$ cat config.mk
export PLATFORM = sky130hd
export DESIGN_NAME = dense_bias_loader_flat
export DESIGN_NICKNAME = d
export VERILOG_FILES = /design/src/rtl/dense_bias_loader_if.sv /design/src/rtl/dense_bias_loader.sv /design/src/flat_wrapper.sv
export SDC_FILE = /design/constraint.sdc
export NUM_CORES = 1
export LEC_CHECK = 0
export BUFFER_PORTS_ARGS = -buffer_cell sky130_fd_sc_hd__buf_2
export CAP_MARGIN = 20
export CORE_MARGIN = 10
export CORE_UTILIZATION = 50
export CTS_CLUSTER_SIZE = 12
export DETAILED_ROUTE_END_ITERATION = 8
export GPL_ROUTABILITY_DRIVEN = 0
export HOLD_SLACK_MARGIN = 0.06
export PLACE_DENSITY = 0.68
export SLEW_MARGIN = 20
export SYNTH_ARGS = -nofsm -noshare
export SYNTH_HDL_FRONTEND = slang
export SYNTH_SLANG_ARGS = --single-unit
$ cat constraint.sdc
create_clock -name i_clk -period 2.6 [get_ports i_clk]
set_input_delay 0.13 -clock i_clk [delete_from_list [all_inputs] [get_ports i_clk]]
set_output_delay 0.13 -clock i_clk [all_outputs]
set_load 0.01 [all_outputs]
$ cat src/rtl/dense_bias_loader_if.sv
// rtl/dense_bias_loader_if.sv - byte stream in, bias RAM write port and status out
interface dense_bias_loader_if #(
  parameter int ADDR_W = 4
);
  logic              load_start;
  logic              byte_valid;
  logic [7:0]        byte_data;
  logic [ADDR_W-1:0] wr_addr;
  logic [31:0]       wr_data;
  logic              wr_en;
  logic              busy;
  logic              done;
  logic              timeout_err;

  modport master (
    output load_start, byte_valid, byte_data,
    input  wr_addr, wr_data, wr_en, busy, done, timeout_err
  );

  modport slave (
    input  load_start, byte_valid, byte_data,
    output wr_addr, wr_data, wr_en, busy, done, timeout_err
  );
endinterface

$ cat src/rtl/dense_bias_loader.sv
// rtl/dense_bias_loader.sv - packs serial bias bytes into 32-bit little-endian RAM writes
module dense_bias_loader #(
  parameter int NUM_BIASES     = 10,
  parameter int ADDR_W         = 4,
  parameter int TIMEOUT_CYCLES = 1000000
) (
  input  logic               i_clk,
  input  logic               i_rst_n,
  dense_bias_loader_if.slave bus
);

  localparam int TMR_W = (TIMEOUT_CYCLES > 1) ? $clog2(TIMEOUT_CYCLES) : 1;

  typedef enum logic [1:0] {
    S_IDLE = 2'd0,
    S_LOAD = 2'd1,
    S_FIN  = 2'd2
  } state_t;

  state_t            r_state;
  logic [1:0]        r_byte_cnt;
  logic [ADDR_W-1:0] r_word_cnt;
  logic [TMR_W-1:0]  r_timer;
  logic [23:0]       r_asm;
  logic [ADDR_W-1:0] r_wr_addr;
  logic [31:0]       r_wr_data;
  logic              r_wr_en;
  logic              r_busy;
  logic              r_done;
  logic              r_timeout_err;

  always_ff @(posedge i_clk or negedge i_rst_n) begin
    if (!i_rst_n) begin
      r_state       <= S_IDLE;
      r_byte_cnt    <= '0;
      r_word_cnt    <= '0;
      r_timer       <= '0;
      r_asm         <= '0;
      r_wr_addr     <= '0;
      r_wr_data     <= '0;
      r_wr_en       <= 1'b0;
      r_busy        <= 1'b0;
      r_done        <= 1'b0;
      r_timeout_err <= 1'b0;
    end else begin
      r_wr_en       <= 1'b0;
      r_done        <= 1'b0;
      r_timeout_err <= 1'b0;
      case (r_state)
        S_IDLE: begin
          if (bus.load_start) begin
            r_state    <= S_LOAD;
            r_busy     <= 1'b1;
            r_byte_cnt <= '0;
            r_word_cnt <= '0;
            r_timer    <= '0;
          end
        end
        S_LOAD: begin
          if (bus.byte_valid) begin
            r_timer    <= '0;
            r_byte_cnt <= r_byte_cnt + 2'd1;
            case (r_byte_cnt)
              2'd0: r_asm[7:0]   <= bus.byte_data;
              2'd1: r_asm[15:8]  <= bus.byte_data;
              2'd2: r_asm[23:16] <= bus.byte_data;
              default: begin
                // Top byte goes straight to the write register so the
                // assembly register is free for the next word immediately.
                r_wr_data  <= {bus.byte_data, r_asm};
                r_wr_addr  <= r_word_cnt;
                r_wr_en    <= 1'b1;
                r_word_cnt <= r_word_cnt + 1'b1;
                if (r_word_cnt == ADDR_W'(NUM_BIASES - 1)) begin
                  r_state <= S_FIN;
                  r_busy  <= 1'b0;
                end
              end
            endcase
          end else if (r_timer == TMR_W'(TIMEOUT_CYCLES - 1)) begin
            r_timeout_err <= 1'b1;
            r_state       <= S_IDLE;
            r_busy        <= 1'b0;
          end else begin
            r_timer <= r_timer + 1'b1;
          end
        end
        S_FIN: begin
          r_done  <= 1'b1;
          r_state <= S_IDLE;
        end
        default: r_state <= S_IDLE;
      endcase
    end
  end

  assign bus.wr_addr     = r_wr_addr;
  assign bus.wr_data     = r_wr_data;
  assign bus.wr_en       = r_wr_en;
  assign bus.busy        = r_busy;
  assign bus.done        = r_done;
  assign bus.timeout_err = r_timeout_err;

endmodule

$ cat src/flat_wrapper.sv
// flat-port wrapper written by rule: the top's interface ports become plain ports
module dense_bias_loader_flat 
#(
  parameter int NUM_BIASES     = 10,
  parameter int ADDR_W         = 4,
  parameter int TIMEOUT_CYCLES = 1000000
)
  (i_clk, i_rst_n, bus_load_start, bus_byte_valid, bus_byte_data, bus_wr_addr, bus_wr_data, bus_wr_en, bus_busy, bus_done, bus_timeout_err);
  dense_bias_loader_if #(.ADDR_W(ADDR_W)) bus_i ();
  input  logic i_clk;
  input  logic i_rst_n;
  input wire logic [$bits(bus_i.load_start)-1:0] bus_load_start;
  input wire logic [$bits(bus_i.byte_valid)-1:0] bus_byte_valid;
  input wire logic [$bits(bus_i.byte_data)-1:0] bus_byte_data;
  output wire logic [$bits(bus_i.wr_addr)-1:0] bus_wr_addr;
  output wire logic [$bits(bus_i.wr_data)-1:0] bus_wr_data;
  output wire logic [$bits(bus_i.wr_en)-1:0] bus_wr_en;
  output wire logic [$bits(bus_i.busy)-1:0] bus_busy;
  output wire logic [$bits(bus_i.done)-1:0] bus_done;
  output wire logic [$bits(bus_i.timeout_err)-1:0] bus_timeout_err;
  assign bus_i.load_start = bus_load_start;
  assign bus_i.byte_valid = bus_byte_valid;
  assign bus_i.byte_data = bus_byte_data;
  assign bus_wr_addr = bus_i.wr_addr;
  assign bus_wr_data = bus_i.wr_data;
  assign bus_wr_en = bus_i.wr_en;
  assign bus_busy = bus_i.busy;
  assign bus_done = bus_i.done;
  assign bus_timeout_err = bus_i.timeout_err;
  dense_bias_loader #(.NUM_BIASES(NUM_BIASES), .ADDR_W(ADDR_W), .TIMEOUT_CYCLES(TIMEOUT_CYCLES)) u_core (.i_clk(i_clk), .i_rst_n(i_rst_n), .bus(bus_i));
endmodule
==> key figures <==
Clock tree
  – Largest buffer count on any clock path: 2
  – Clk Latency, worst-skew pair: 0.36 ns
  – Root buf cell: clkbuf_8
  – Clock sinks: 92
  – Setup bufs post-CTS: 0
  – CTS tree: yes
  – Clock transition at path regs: 0.10 ns
  – Num CTS Buffers: 9
  – CTS H-tree depth: 3

Setup path
  – Critical Path Sink Type: flop
  – Slowest CP cell: or4b_1
  – CP Class: flop to flop
  – Stages on worst setup path: 4
  – RR Endpoint: u_core.r_state[0]$_DFFE_PN0P_
  – R2r startpoint: u_core.r_timer[12]$_DFFE_PN0P_
  – CP Data Arrival Time: 2.37 ns
  – CP Launch Type: flop
  – Crit-path max FO: 5
  – Family with the most delay on the worst path: simple AND/OR/NAND/NOR gates
  – FF-to-FF path depth: 4
  – Critical Path RT: 2.84 ns
  – Buf/Inv on CP: 0
  – Setup slack, reg-to-reg: 0.47 ns
  – CP max stage delay: 0.53 ns
  – Worst path cell trace: or4b_1 -> or4_4 -> o21a_1 -> or3b_1

STA
  – Slew headroom: 54.7%
  – Clk_skew: 0.00868 ns
  – Setup TNS Final: 0 ns
  – Max Transition Viols Final: 0
  – Worst Tran Pin Value: 0.679 ns
  – Period Utilization, post-route: 82.0%
  – Max Freq: 469 MHz
  – Final Hold Fails: 0
  – Unrepaired setup endpoints after global routing: no
  – Final Setup Violations: 0
  – Post-layout minimum cycle time: 2.13 ns

Place
  – Buffers on Ports: 51
  – Cells after DPL: 450
  – Dpl hpwl: 5300 um
  – Post-DP Area: 4240 um2

Power and ir drop
  – Worst IR Drop VDD: 0.000591 V
  – Sw power: 0.00132 W
  – Pint: 0.00291 W
  – Seq pwr share: 51.1%
  – Power Density: 940 nW/um2
  – Tot Pwr: 0.00423 W
  – Comb pwr share: 28.4%
  – Clk network pwr share: 20.5%
  – Leak: 2.11 nW
  – Sw Share: 31.3%

Drt
  – Drc violations: 0
  – ANT nets after route: 0
  – Via count: 2498
  – WL/cell: 15.8 um
  – Total routed wirelength: 7470 um
  – Drt via density: 5.27
  – 1st-pass router iterations: 5
  – Initial drt markers: 93

Hold path
  – Hold Path Origin: bus_byte_data[6]
  – Min-Delay Path Class: input port to flop
  – Hold endpoint: u_core.r_asm[14]$_DFFE_PN0P_
  – Hold-critical path depth: 2

Floorplanning
  – Die height: 107 um
  – Die extent in x: 107 um
  – # rows: 31
  – IO Pins: 52
  – Core area: 7330 um2
  – Die ar.: 11500 um2
  – Starting Density: 52.2%

Logic synthesis
  – Mapped Cells: 300
  – Ys flop type: dfrtp_1
  – Sequential share of the synthesized area: 60.2%
  – Netlist Area Pre-Place: 3820 um2
  – Synth warnings: 0
  – Mapped Nets: 319
  – Synthesized area per cell: 12.7 um2
  – Post-synth ARST share: 100%
  – Post-synth EDFFs: 0
  – Post-synth top area cell: dfrtp_1
  – Post-synth top area share: 60.2%
  – Synthesized flop and latch total: 92
  – Dominant cells by area after synthesis: dfrtp_1, mux2_2, ha_1
  – Unique cell type count in the Yosys netlist: 34

Cells and area
  – Commonest cells after routing, fill and taps aside: dfrtp_1, mux2_2, buf_2
  – Design Area, Final: 4500 um2
  – Final nets: 389
  – Final-layout fill cell count: 608
  – Layout cells sized above 1: 35.7%
  – # diodes: 0
  – Seq. cell area: 2300 um2
  – Most common cell after layout, fill and taps aside: dfrtp_1
  – Area Growth Syn to Fin: 17.6%
  – Area taken by multi-input logic gates: 1470 um2
  – Final Non-Filler Cells: 474

Job
  – Maxcap violations: 0

Global route
  – Initial antenna violation count: 0
  – Congestion Overflow GR: 0
  – Number of global-route vias before repair: 2695
  – Largest net degree at the start of global routing: 54
  – Global-route wire length before repair: 13000 um
  – Global Route Usage Sum: 14.0%

Run status
  – Outcome: finished, final reports clean
-- synthesized netlist by cell type (4+ instances only) --
library cell and number:
or3_1 4, clkbuf_1 6, ha_1 7, nand2_1 20
nor2_1 21, nand3_1 16, nor3_1 4, o21ai_0 13
a21oi_1 11, xor2_1 9, dfrtp_1 92, nand4_1 5
inv_1 7, mux2_2 60
-- per-layer routing --
| layer | vias up | share of wire (%) | track usage, % | wire (um) |
|---|---|---|---|---|
| met3 | 11 | 6.4 | 4.43 | 479 |
| li1 | 1199 | - | - | - |
| met1 | 1235 | 46 | 17.1 | 3400 |
| met5 | - | 0 | 0 | 0 |
| met4 | 0 | 1.8 | 6.49 | 137 |
| met2 | 53 | 46 | 22.0 | 3450 |
-- per-stage QoR --
| stage | setup slack (ns) | util (%) | hold WS (ns) |
|---|---|---|---|
| after floorplan | 0.564 | - | -0.166 |
| after global placement | 0.506 | 57.8 | 0.219 |
| after detailed placement | 0.479 | 57.8 | 0.219 |
| after CTS | 0.467 | 61.4 | 0.0685 |
| after global routing | 0.355 | 61.4 | 0.0772 |
| final | 0.468 | 61.4 | 0.0829 |
-- layout make-up --
class	count	area share, %
clock inverter	6	1.11
sequential	92	51.2
tap	99	2.75
inverter	7	0.584
multi-input combinational	195	32.7
clock buffer	10	2.84
timing repair buffer	65	8.79
-- worst max path at each step --
stage	start	slack (ns)	end
detailed placement	u_core.r_timer[12]$_DFFE_PN0P_	0.48	u_core.r_state[0]$_DFFE_PN0P_
global route	u_core.r_timer[0]$_DFFE_PN0P_	0.35	u_core.r_timer[16]$_DFFE_PN0P_
CTS	u_core.r_timer[12]$_DFFE_PN0P_	0.47	u_core.r_state[0]$_DFFE_PN0P_
floorplan	u_core.r_timer[12]$_DFFE_PN0P_	0.56	u_core.r_state[0]$_DFFE_PN0P_
finish	u_core.r_timer[12]$_DFFE_PN0P_	0.47	u_core.r_state[0]$_DFFE_PN0P_
global placement	u_core.r_timer[12]$_DFFE_PN0P_	0.51	u_core.r_state[0]$_DFFE_PN0P_
-- registers in the layout (all words and copies together) (netlist names) --
register and count:
u_core.bus.wr_en 1, u_core.bus.timeout_err 1, u_core.r_word_cnt 4, u_core.bus.busy 1, u_core.r_timer 20, u_core.r_asm 24, u_core.r_byte_cnt 2, u_core.bus.wr_data 32
u_core.r_state 2, u_core.bus.done 1, u_core.bus.wr_addr 4
-- power groups by stage --
stage	logic [W]	registers, W	clock network (W)
after global placement	0.00119	0.00217	0
after floorplan	0.000633	0.00227	0
final	0.00120	0.00216	0.000869
after global routing	0.00135	0.00223	0.000945
after detailed placement	0.00123	0.00220	0
after CTS	0.00124	0.00217	0.000895
-- what timing repair did --
action,CTS,global route
endpoints found under the hold margin,80,0
resized for setup,0,0
hold buffers,8,0
-- cell families (layout without fill, tap and decap cells) --
logic type | after synthesis | after routing | share of synthesized area (%)
DFF | 92 | 92 | 60.2
AOI/OAI and AO/OA | 31 | 31 | 4.65
buffers and inverters | 13 | 88 | 1.28
xor gates and xnor gates | 11 | 11 | 2.52
and+or+nand+nor | 86 | 86 | 11.4
adders and majority gates | 7 | 7 | 2.29
muxes | 60 | 60 | 17.7
No activity file was read; power rests on OpenSTA's default activity.
